File: src/rtl/div_pkg.sv
// Shared constants and types for the RV32M iterative divider.
// OP codes match the ALU decoder so both units decode one bus.
package div_pkg;

  localparam logic [4:0] OP_DIV  = 5'd14;
  localparam logic [4:0] OP_DIVU = 5'd15;
  localparam logic [4:0] OP_REM  = 5'd16;
  localparam logic [4:0] OP_REMU = 5'd17;

  localparam logic [31:0] DIV0_Q  = 32'hFFFF_FFFF;
  localparam logic [31:0] INT_MIN = 32'h8000_0000;

  typedef enum logic [1:0] {
    IDLE,
    CALC,
    FINISH
  } state_t;

  function automatic logic is_div_op(input logic [4:0] op);
    return (op == OP_DIV) || (op == OP_DIVU) ||
           (op == OP_REM) || (op == OP_REMU);
  endfunction

endpackage

File: src/rtl/div_step.sv
// One restoring division iteration: shift in a dividend bit,
// trial-subtract the divisor, keep or restore.
module div_step
  import div_pkg::*;
(
  input  logic [32:0] rem,
  input  logic [31:0] div,
  input  logic        din,
  output logic [32:0] rem_nx,
  output logic        q
);

  logic [33:0] sh;
  logic [32:0] diff;

  always_comb begin
    sh     = {rem, din};
    diff   = sh[32:0] - {1'b0, div};
    q      = (sh >= {2'b00, div});
    rem_nx = q ? diff : sh[32:0];
  end

endmodule

File: src/rtl/div_unit.sv
// Iterative radix-2 divider for DIV/DIVU/REM/REMU.
// Start/busy/done handshake; 33-cycle latency, 1 cycle for special cases.
module div_unit
  import div_pkg::*;
(
  input  logic        CLK,
  input  logic        RST,
  input  logic        START,
  input  logic        ABORT,
  input  logic [4:0]  OP,
  input  logic [31:0] X,
  input  logic [31:0] Y,
  output logic        BUSY,
  output logic        DONE,
  output logic [31:0] RESULT
);

  state_t      state, state_nx;
  logic [5:0]  cnt;
  logic [32:0] rem;
  logic [31:0] quo;
  logic [31:0] dvs;
  logic [4:0]  op_q;
  logic        sx, sy, special;

  logic        signed_op, is_rem, x_neg, y_neg;
  logic        y_zero, ovf, accept;
  logic [31:0] x_mag, y_mag, spec_res;
  logic [32:0] step_rem;
  logic        step_q;
  logic [31:0] q_fix, r_fix, fin;

  always_comb begin
    signed_op = (OP == OP_DIV) || (OP == OP_REM);
    is_rem    = (OP == OP_REM) || (OP == OP_REMU);
    x_neg     = signed_op && X[31];
    y_neg     = signed_op && Y[31];
    x_mag     = x_neg ? -X : X;
    y_mag     = y_neg ? -Y : Y;
    y_zero    = (Y == 32'd0);
    ovf       = signed_op && (X == INT_MIN) && (Y == DIV0_Q);
    accept    = (state == IDLE) && START && !ABORT && is_div_op(OP);
    if (y_zero)
      spec_res = is_rem ? X : DIV0_Q;
    else
      spec_res = is_rem ? 32'd0 : INT_MIN;
  end

  div_step u_step (
    .rem    (rem),
    .div    (dvs),
    .din    (quo[31]),
    .rem_nx (step_rem),
    .q      (step_q)
  );

  // Quotient sign follows both operands; remainder follows the dividend.
  always_comb begin
    q_fix = ((op_q == OP_DIV) && (sx ^ sy)) ? -quo : quo;
    r_fix = ((op_q == OP_REM) && sx) ? -rem[31:0] : rem[31:0];
    if (special)
      fin = quo;
    else if ((op_q == OP_REM) || (op_q == OP_REMU))
      fin = r_fix;
    else
      fin = q_fix;
  end

  always_ff @(posedge CLK) begin
    if (RST) state <= IDLE;
    else     state <= state_nx;
  end

  always_comb begin
    state_nx = state;
    unique case (state)
      IDLE:   if (accept) state_nx = (y_zero || ovf) ? FINISH : CALC;
      CALC:   if (cnt == 6'd0) state_nx = FINISH;
      FINISH: state_nx = IDLE;
      default: state_nx = IDLE;
    endcase
    if (ABORT) state_nx = IDLE;
  end

  always_ff @(posedge CLK) begin
    if (RST) begin
      cnt     <= 6'd0;
      rem     <= 33'd0;
      quo     <= 32'd0;
      dvs     <= 32'd0;
      op_q    <= 5'd0;
      sx      <= 1'b0;
      sy      <= 1'b0;
      special <= 1'b0;
      RESULT  <= 32'd0;
      DONE    <= 1'b0;
    end else begin
      DONE <= 1'b0;
      if (accept) begin
        op_q    <= OP;
        sx      <= x_neg;
        sy      <= y_neg;
        dvs     <= y_mag;
        cnt     <= 6'd31;
        rem     <= 33'd0;
        special <= y_zero || ovf;
        quo     <= (y_zero || ovf) ? spec_res : x_mag;
      end else if ((state == CALC) && !ABORT) begin
        rem <= step_rem;
        quo <= {quo[30:0], step_q};
        cnt <= cnt - 6'd1;
      end else if ((state == FINISH) && !ABORT) begin
        RESULT <= fin;
        DONE   <= 1'b1;
      end
    end
  end

  assign BUSY = (state != IDLE);

endmodule

File: config.mk
export PLATFORM = sky130hd
export DESIGN_NAME = div_unit
export DESIGN_NICKNAME = d
export VERILOG_FILES = /design/src/rtl/div_pkg.sv /design/src/rtl/div_step.sv /design/src/rtl/div_unit.sv
export SDC_FILE = /design/constraint.sdc
export NUM_CORES = 1
export LEC_CHECK = 0
export BUFFER_PORTS_ARGS = -buffer_cell sky130_fd_sc_hd__buf_2
export CAP_MARGIN = 20
export CORE_MARGIN = 5
export CORE_UTILIZATION = 64
export CTS_BUF_LIST = sky130_fd_sc_hd__clkbuf_8
export DETAILED_ROUTE_END_ITERATION = 7
export HOLD_SLACK_MARGIN = 0.1
export PLACE_DENSITY = 0.85
export SLEW_MARGIN = 20
export SYNTH_ARGS = -nofsm -noshare
export SYNTH_HDL_FRONTEND = slang
export SYNTH_SLANG_ARGS = --single-unit
File: constraint.sdc
create_clock -name CLK -period 8.2 [get_ports CLK]
set_input_delay 1.64 -clock CLK [delete_from_list [all_inputs] [get_ports CLK]]
set_output_delay 1.64 -clock CLK [all_outputs]
set_load 0.005 [all_outputs]
==> key figures, run 1 <==
Route
  – DR vias/cell: 6.696
  – Routed WL per cell: 19.49 microns
  – Initial drt markers: 1670
  – Via count: 11738
  – First drt pass iteration count: 6
  – DRC viols: 0
  – Post-Route WL: 34.17 mm
  – Post-route ant nets: 0

Global routing
  – GRT Overall Usage: 33.94%
  – Vias in the first global route: 10352
  – Grt ovf: 0
  – Largest net degree at the start of global routing: 68
  – First-pass GRT wire length: 54.67 mm
  – Initial antenna violation count: 0

STA
  – Skew final: 0.008981 ns
  – Setup violators final: 0
  – Crit path time final: 4.899 ns
  – Slew Limit Fails: 0
  – Final hold violations: 0
  – Worst-Margin Slew: 1.147 ns
  – Fmax achieved: 0.2041 GHz
  – Tcrit/Tclk final: 59.74%
  – Setup_tns: 0 ns
  – Rel. slew slack: 23.23%
  – Setup ws final: 3.301 ns
  – Final hold slack: 0.4361 ns
  – RSZ-0062 raised after global routing: false

Final layout
  – Register Area: 2923 sq um
  – Area of the multi-input gates: 7350 sq um
  – Layout Cells excl Fill: 1753
  – Final instance area: 11800 sq um
  – Nets: 1632
  – FILL cells: 1406
  – Synth-to-layout area growth: 8.979%
  – N_diodes: 0
  – Layout cell share with drive strength beyond 1: 12.13%

CTS
  – Post-CTS Setup Bufs: 0
  – H-tree levels: 4
  – CTS sink count: 146
  – Clock transition at path regs: 0.08 ns
  – Longest Clk Path Bufs: 2
  – Clock Latency Late Sink: 0.46 ns
  – Hold-fix buffers, CTS: 0
  – CTS Buf Count: 17
  – CTS tree: yes
  – Post-CTS sizing: 0
  – CTS root buf: clkbuf_8

Floorplanning
  – Die Wd: 140.1 microns
  – Starting Density: 65.29%
  – Area of the die: 19620 sq um
  – DIE HEIGHT: 140.1 microns
  – Core area: 16580 sq um
  – Rows: 47
  – I/O Pins: 107

Worst setup path
  – Reg2Reg Setup Slack: 4.64 ns
  – CP Max Fanout: 35
  – Arrival time worst endpoint: 5.26 ns
  – Reg2Reg Capture Point: rem[28]
  – Slowest CP cell: nor2b_1
  – CP endpoint kind: register
  – Worst reg-to-reg path cell count: 13
  – Crit Reg-Reg Startpoint: quo[31]
  – CP Class: input pin to register
  – CP Data Required Time: 8.56 ns
  – CP max stage delay: 0.78 ns
  – Most frequent CP cell: nor4_4
  – Critical path startpoint category: input pin
  – CP cell instances: buf_2, nor4_4, nand4b_2, nor4_4, nand3b_2, nor2b_1, nand2b_1, a221oi_1, a2111oi_2

Placed design
  – DP HPWL: 25.40 mm
  – DP Area: 11400 sq um
  – Final GP Congestion: 0.9808
  – Place WS: 2.930 ns
  – Dpl cells: 1721
  – PortBufs: 106

Logic synthesis
  – Main flop type after synthesis: dfxtp_1
  – Yosys cell types: 83
  – Number of synthesized flops with an enable pin: 0
  – Synth top area share: 26.99%
  – Yosys reg bits: 146
  – Most common cell in the synthesized netlist: nand2_1
  – Synth top cells by count: nand2_1 (182), a21oi_1 (147), dfxtp_1 (146)
  – FFs w/ async S/R, synth: 0%
  – Cells after synthesis: 1473
  – Mapped Nets: 1585
  – Synth area leader: dfxtp_1
  – Yosys warnings: 0
  – Top cells by area, synth: dfxtp_1 (27%), a21oi_1 (6.8%), nand2_1 (6.3%)
  – Average size of a mapped cell: 7.351 sq um
  – Mapped Area: 10830 sq um
  – Sequential area share after synthesis: 26.99%

Power
  – Lkg Pwr: 0.004682 uW
  – Peak supply drop: 0.09967 mV
  – PwrDens: 137.4 nW/um^2

Job
  – Max-Cap Viols: 0

Worst hold path
  – Hold Path Origin: RESULT[15]
  – Worst Hold Class: register to register
  – WHS Endpoint: RESULT[15]
  – Worst Hold Depth: 2

Status
  – Status: completed
-- state kept, by name, indices dropped and copies added (netlist names) --
register / flops
rem: 33
RESULT: 32
dvs: 32
quo: 32
cnt: 6
op_q: 5
state: 2
DONE: 1
special: 1
sx: 1
sy: 1
-- critical path, delay by kind of cell --
family          cells  cell delay [ns]
compound gates      2             0.43
simple gates        6             3.02
buf+inv             1             0.16
-- through the flow --
| stage | util, % | total power [uW] |
|---|---|---|
| finish | 71.16 | 1622 |
| global route | 71.16 | 1683 |
| CTS | 71.16 | 1615 |
| detailed placement | 68.73 | 1043 |
| global placement | 68.73 | 1038 |
| floorplan | - | 946.1 |
-- cells in the final DEF, fill, tap and decap left out, types with 12 or more instances in the layout --
master	n
o31ai_1	28
o21ai_0	91
a211oi_1	27
nor2_1	122
dfxtp_1	146
or3_1	18
a21o_1	20
o22ai_1	38
nor3_1	56
a221oi_1	14
buf_2	106
o221ai_1	13
a311oi_1	21
xor2_1	37
inv_1	64
nand4_1	15
clkbuf_8	17
nand3_1	18
nor4_1	16
xnor2_1	56
a31oi_1	13
o211ai_1	13
nand2b_1	13
a21oi_1	147
nand2_1	182
ha_1	38
o41ai_1	13
nor2b_1	12
-- worst max-delay path by stage --
| stage | start | end | slack [ns] | cells past startpoint |
|---|---|---|---|---|
| final | Y[2] | quo[4] | 3.30 | 9 |
| after global routing | Y[2] | quo[4] | 3.07 | 9 |
| after CTS | Y[2] | quo[4] | 3.43 | 9 |
| after detailed placement | Y[2] | quo[4] | 2.93 | 9 |
| after global placement | Y[2] | quo[4] | 3.06 | 9 |
| after floorplan | OP[1] | quo[16] | 4.28 | 13 |
-- where the power goes --
group	switching, uW	internal [uW]
Clock	288	297
Sequential	11.7	716
Combinational	197	112
Total	497	1130
-- cells by family (layout without fill, tap and decap cells) --
group / after synthesis / count (layout) / share of synthesized area (%)
AO/OA/AOI/OAI: 510 / 510 / 30.52
adder cells (fa/ha/maj): 39 / 39 / 4.576
AND/OR/NAND/NOR: 522 / 522 / 23.91
XOR/XNOR: 93 / 93 / 7.523
multiplexers: 11 / 11 / 1.017
buffers and inverters: 152 / 212 / 5.466
flip-flops: 146 / 146 / 26.99
-- layer usage --
metal,vias to the layer above,track usage [%],part of all wire [%]
met4,0,9.944,2.6
li1,5519,-,-
met2,706,52.06,44
met5,-,0,0
met1,5433,49.32,43
met3,80,5.419,11
-- area by class of cell --
type                    count  area share, %
clock buffers              17          1.983
clock inverters            15          1.431
flip-flops and latches    146          24.77
well taps                 220          2.333
repair buffers            117          5.196
inverters                  63          2.004
multi-input cells        1175          62.28
Power figures use the tool's default switching activity.
==> run 2: changes to the inputs <==
CORE_UTILIZATION = 56   (was 64)
PLACE_DENSITY = 0.79   (was 0.85)
clock period = 3.99 ns   (was 8.2 ns; I/O delays follow)
==> key figures, run 2 (synthesis results as in run 1) <==
CTS
  – Hold-fix buffers, CTS: 0 (unchanged)
  – Post-CTS sizing: 0 (unchanged)
  – CTS root buf: clkbuf_8
  – H-tree levels: 4 (unchanged)
  – Longest Clk Path Bufs: 2 (unchanged)
  – CTS Buf Count: 17 (unchanged)
  – Clock Latency Late Sink: 0.47 ns (about the same)
  – CTS sink count: 146 (unchanged)
  – CTS tree: yes
  – Clock transition at path regs: 0.08 ns (about the same)
  – Post-CTS Setup Bufs: 0 (unchanged)

Final layout
  – Largest register FFs: 33 (unchanged)
  – Area of the multi-input gates: 7350 sq um (unchanged)
  – Commonest non-fill, non-tap cells in the layout: nand2_1 (182), a21oi_1 (147), dfxtp_1 (146), nor2_1 (122), buf_2 (106)
  – Reg with most FFs: rem
  – Commonest non-fill, non-tap cell in the layout: nand2_1
  – Synth-to-layout area growth: 11.72%
  – FILL cells: 1751 (+25%)
  – Register Area: 2923 sq um (unchanged)
  – Layout cell share with drive strength beyond 1: 13.50% (+1.4 points)
  – N_diodes: 0 (unchanged)
  – Nets: 1656 (+1.5%)
  – Layout Cells excl Fill: 1816 (+3.6%)

Placed design
  – Place WS: 0.4593 ns (-2.471 ns)
  – DP HPWL: 27.08 mm (+6.6%)
  – PortBufs: 106 (unchanged)
  – Dpl cells: 1785 (+3.7%)
  – Final GP Congestion: 0.9457 (-3.6%)

Worst hold path
  – Hold Path Origin: RESULT[15]
  – WHS Endpoint: RESULT[15]
  – Worst Hold Depth: 2 (unchanged)
  – Worst Hold Class: register to register

STA
  – RSZ-0062 raised after global routing: false
  – Crit path time final: 3.378 ns
  – Skew final: 0.01154 ns (+0.002560 ns)
  – Setup violators final: 0 (unchanged)
  – Setup ws final: 0.6123 ns (-2.689 ns)
  – Final hold slack: 0.4346 ns (-0.001516 ns)
  – Tcrit/Tclk final: 84.66%
  – Worst-Margin Slew: 0.9712 ns (-0.1761 ns)
  – Fmax achieved: 0.2961 GHz
  – Final hold violations: 0 (unchanged)
  – Setup_tns: 0 ns (unchanged)
  – Slew Limit Fails: 0 (unchanged)
  – Rel. slew slack: 35.01% (+12 points)

Worst setup path
  – CP Data Required Time: 4.32 ns (-4.24 ns)
  – Arrival time worst endpoint: 3.70 ns (-1.56 ns)
  – Crit Reg-Reg Startpoint: rem[18]
  – CP Max Fanout: 26 (-26%)
  – CP max stage delay: 0.55 ns (-0.23 ns)
  – Slowest CP cell: a221oi_1
  – Reg2Reg Setup Slack: 0.61 ns (-4.03 ns)
  – Critical path startpoint category: register
  – CP endpoint kind: register
  – Reg2Reg Capture Point: rem[11]
  – CP Class: register to register
  – Worst reg-to-reg path cell count: 11 (-2)
  – CP cell instances: ha_1, a21oi_1, o21ai_0, a31oi_1, o21ai_0, a221oi_1, o31a_1, buf_12, nor2_1, a211oi_1, a211oi_1

Route
  – DRC viols: 0 (unchanged)
  – DR vias/cell: 6.482 (-3.2%)
  – First drt pass iteration count: 5 (-1)
  – Initial drt markers: 1484 (-11%)
  – Post-Route WL: 35.58 mm (+4.1%)
  – Routed WL per cell: 19.59 microns (+0.53%)
  – Via count: 11772 (+0.29%)
  – Post-route ant nets: 0 (unchanged)

Power
  – Peak supply drop: 0.2085 mV (+110%)
  – PwrDens: 290.2 nW/um^2 (+110%)
  – Lkg Pwr: 0.004836 uW (+3.3%)

Global routing
  – Largest net degree at the start of global routing: 52 (-24%)
  – Grt ovf: 0 (unchanged)
  – Initial antenna violation count: 0 (unchanged)
  – First-pass GRT wire length: 56.46 mm (+3.3%)
  – GRT Overall Usage: 31.41% (-2.5 points)
  – Vias in the first global route: 10359 (+0.068%)

Job
  – Max-Cap Viols: 0 (unchanged)

Floorplanning
  – Rows: 50 (+6.4%)
  – Die Wd: 149.1 microns (+6.4%)
  – I/O Pins: 107 (unchanged)
  – Starting Density: 57.31% (-8.0 points)
  – Area of the die: 22220 sq um (+13%)
  – DIE HEIGHT: 149.1 microns (+6.4%)
  – Core area: 18890 sq um (+14%)

Status
  – Status: completed
run 2: changes by cell type in the layout (fill, tap and decap cells not counted):
cell        change
buf_4          +23
bufinv_16       +2
clkinv_2        -2
clkinvlp_4      -2
buf_12          +1
clkbuf_8        +1
inv_1           -1
inv_6           +1
run 2: how the worst max path moves through the flow:
stage,end,depth (start not counted),slack (ns),startpoint
final,rem[11],11,0.61,rem[18]
after global routing,rem[8],11,0.42,rem[18]
after CTS,rem[11],11,0.69,rem[18]
after detailed placement,quo[11],10,0.46,X[12]
after global placement,quo[11],10,0.46,X[12]
after floorplan,quo[16],13,0.92,OP[1]
run 2: critical path, delay by kind of cell, from the launching register on:
kind	cells	cell delay (ns)
AO/OA/AOI/OAI	8	2.08
flip-flops	1	0.48
buffers and inverters	1	0.23
adder cells (fa/ha/maj)	1	0.37
AND/OR/NAND/NOR	1	0.06
run 2: power by group:
| group | switching [uW] | leakage (uW) | total, uW | internal [uW] |
|---|---|---|---|---|
| combinational | 410 | 0.00344 | 659 | 249 |
| clock | 597 | 0.000221 | 1360 | 758 |
| sequential | 25.2 | 0.00118 | 1500 | 1470 |
run 2: cell type report:
class,count,area share [%]
repair buffers,141,6.661
inverters,63,1.955
multi-input cells,1175,60.76
well taps,260,2.689
clock buffers,18,2.048
flip-flops and latches,146,24.16
clock inverters,13,1.727
run 2: routing by layer:
layer	wire (microns)	track usage, %	vias to the layer above
li1	-	-	5573
met1	15470	46.53	5476
met2	15360	46.78	655
met3	3751	5.044	68
met4	998	9.611	0
met5	0	0	-
run 2: stage by stage:
stage                     util (%)  power [uW]  cell area (sq um)
after global routing         64.03        3651              12100
after CTS                    64.03        3506              12100
after floorplan                  -        1944              10830
after detailed placement     61.61        2172              11640
after global placement       61.61        2163              11640
final                        64.03        3511              12100
==> run 3: changes to the inputs <==
CORE_UTILIZATION = 62   (was 56)
PLACE_DENSITY = 0.83   (was 0.79)
clock period = 3.5 ns   (was 3.99 ns; I/O delays follow)
==> key figures, run 3 (synthesis results as in run 1) <==
STA
  – Slew Limit Fails: 0 (unchanged)
  – Setup violators final: 0 (unchanged)
  – Rel. slew slack: 32.52% (-2.5 points)
  – Skew final: 0.01630 ns (+0.004762 ns)
  – RSZ-0062 raised after global routing: false
  – Final hold violations: 0 (unchanged)
  – Final hold slack: 0.4422 ns (+0.007616 ns)
  – Setup_tns: 0 ns (unchanged)
  – Crit path time final: 3.226 ns (-0.1518 ns)
  – Worst-Margin Slew: 1.008 ns (+0.03728 ns)
  – Tcrit/Tclk final: 92.17% (+7.5 points)
  – Fmax achieved: 0.3100 GHz (+4.7%)

Worst setup path
  – CP endpoint kind: register
  – Worst reg-to-reg path cell count: 13 (+2)
  – Top delay family on crit path: compound AO/OA/AOI/OAI gates
  – Slowest CP cell: dfxtp_1
  – CP max stage delay: 0.39 ns (-0.16 ns)
  – CP Max Fanout: 19 (-27%)
  – Start point of the critical path: quo[31]
  – CP cell instances: inv_1, ha_1, inv_1, fa_1, a21oi_1, o21ai_1, nand3_1, a21boi_2, a21oi_1, o31a_1, buf_4, or3_1, a311oi_1
  – Arrival time worst endpoint: 3.59 ns (-0.11 ns)
  – CP Data Required Time: 3.86 ns (-0.46 ns)
  – Worst path depth: 13 (+2)
  – Crit Reg-Reg Startpoint: quo[31]
  – Worst Setup EP: rem[10]
  – CP Class: register to register
  – Critical path startpoint category: register
  – Reg2Reg Setup Slack: 0.27 ns (-0.34 ns)
  – Reg2Reg Capture Point: rem[10]
  – Worst path bufs/invs: 3 (+2)

Route
  – Via count: 12107 (+2.8%)
  – First drt pass iteration count: 8 (+3)
  – Post-route ant nets: 0 (unchanged)
  – Routed WL per cell: 19.67 microns (+0.37%)
  – Post-Route WL: 35.58 mm (about the same)
  – DR vias/cell: 6.693 (+3.2%)
  – Initial drt markers: 1933 (+30%)
  – DRC viols: 0 (unchanged)

Placed design
  – PortBufs: 106 (unchanged)
  – DP Area: 11820 sq um (+1.5%)
  – Final GP Congestion: 0.9846 (+4.1%)
  – DP HPWL: 27.21 mm (+0.46%)

CTS
  – CTS tree: yes
  – Clock transition at path regs: 0.08 ns (about the same)
  – Post-CTS Setup Bufs: 0 (unchanged)
  – CTS Buf Count: 17 (unchanged)
  – H-tree levels: 4 (unchanged)
  – Clock Latency Late Sink: 0.46 ns (about the same)
  – CTS root buf: clkbuf_8
  – Longest Clk Path Bufs: 2 (unchanged)
  – CTS sink count: 146 (unchanged)

Power
  – Peak supply drop: 0.2626 mV (+26%)
  – PwrDens: 316.2 nW/um^2 (+9.0%)
  – Lkg Pwr: 0.004979 uW (+3.0%)

Global routing
  – First-pass GRT wire length: 56.85 mm (+0.69%)
  – Grt ovf: 0 (unchanged)
  – Largest net degree at the start of global routing: 50 (-3.8%)
  – M2 GR Usage: 51.20% (+4.4 points)
  – GRT Overall Usage: 34.94% (+3.5 points)
  – GR Util met3: 8.132% (+3.1 points)
  – Met1 Use GR: 50.11% (+3.6 points)
  – Initial antenna violation count: 0 (unchanged)
  – GR peak layer: met2
  – Vias in the first global route: 10783 (+4.1%)

Floorplanning
  – Core area: 17240 sq um (-8.8%)
  – Die Wd: 142.2 microns (-4.6%)
  – Rows: 48 (-4.0%)
  – I/O Pins: 107 (unchanged)
  – Starting Density: 62.82% (+5.5 points)
  – Area of the die: 20210 sq um (-9.0%)
  – DIE HEIGHT: 142.2 microns (-4.6%)

Final layout
  – Synth-to-layout area growth: 12.91%
  – N_diodes: 0 (unchanged)
  – Commonest non-fill, non-tap cell in the layout: nand2_1
  – Largest register FFs: 33 (unchanged)
  – Nets: 1684 (+1.7%)
  – Final instance area: 12230 sq um (+1.1%)
  – Reg with most FFs: rem
  – Commonest non-fill, non-tap cells in the layout: nand2_1 (182), a21oi_1 (147), dfxtp_1 (146), nor2_1 (122), buf_2 (106)
  – Layout cell share with drive strength beyond 1: 14.90% (+1.4 points)

Worst hold path
  – Worst Hold Depth: 2 (unchanged)
  – Worst Hold Class: register to register

Job
  – Max-Cap Viols: 0 (unchanged)

Status
  – Status: completed
[run 3: metal layers]
metal  share of wire [%]  vias to the layer above
met5                   0                        -
met4                 3.8                        0
met3                  13                      117
met2                  42                      792
met1                  41                     5546
li1                    -                     5652
[run 3: worst min-delay path by stage]
stage | endpoint | start | slack, ns
floorplan | dvs[0] | dvs[0] | 0.43
detailed placement | RESULT[15] | RESULT[15] | 0.44
global placement | RESULT[29] | RESULT[29] | 0.43
CTS | RESULT[15] | RESULT[15] | 0.45
global route | RESULT[15] | RESULT[15] | 0.47
finish | RESULT[15] | RESULT[15] | 0.44
[run 3: metrics by stage]
step / power (uW) / std cells / util, % / worst slack [ns]
6_report: 3866 / 1809 / 70.93 / 0.2741
5_1_grt: 4008 / 1809 / 70.93 / 0.1174
4_1_cts: 3838 / 1809 / 70.91 / 0.2149
3_5_place_dp: 2485 / 1778 / 68.57 / 0.1789
3_3_place_gp: 2474 / 1778 / 68.57 / 0.2274
2_1_floorplan: 2217 / 1473 / - / 0.5235
[run 3: repair_timing]
action                     4_1_cts  5_1_grt
hold buffers                     0        0
setup endpoints to repair        0        1
gates resized for setup          0        1
[run 3: power breakdown]
part / switching [uW] / leakage [uW] / internal, uW
Combinational: 485 / 0.00359 / 290
Sequential: 23.5 / 0.00118 / 1680
Clock: 658 / 0.000216 / 731
Total: 1170 / 0.00498 / 2700
[run 3: tightest hold or removal path: cells and delay by family, from the launching register on]
family / cells / cell delay, ns
flops: 1 / 0.32
simple gates: 2 / 0.09
[run 3: layout make-up]
class,instances,area (sq um)
Tap cell,225,281.5
Timing Repair Buffer,169,1028
Sequential cell,146,2923
Fill cell,1417,5011
Multi-Input combinational cell,1175,7353
Clock inverter,12,141.4
Clock buffer,19,261.5
Inverter,63,236.5
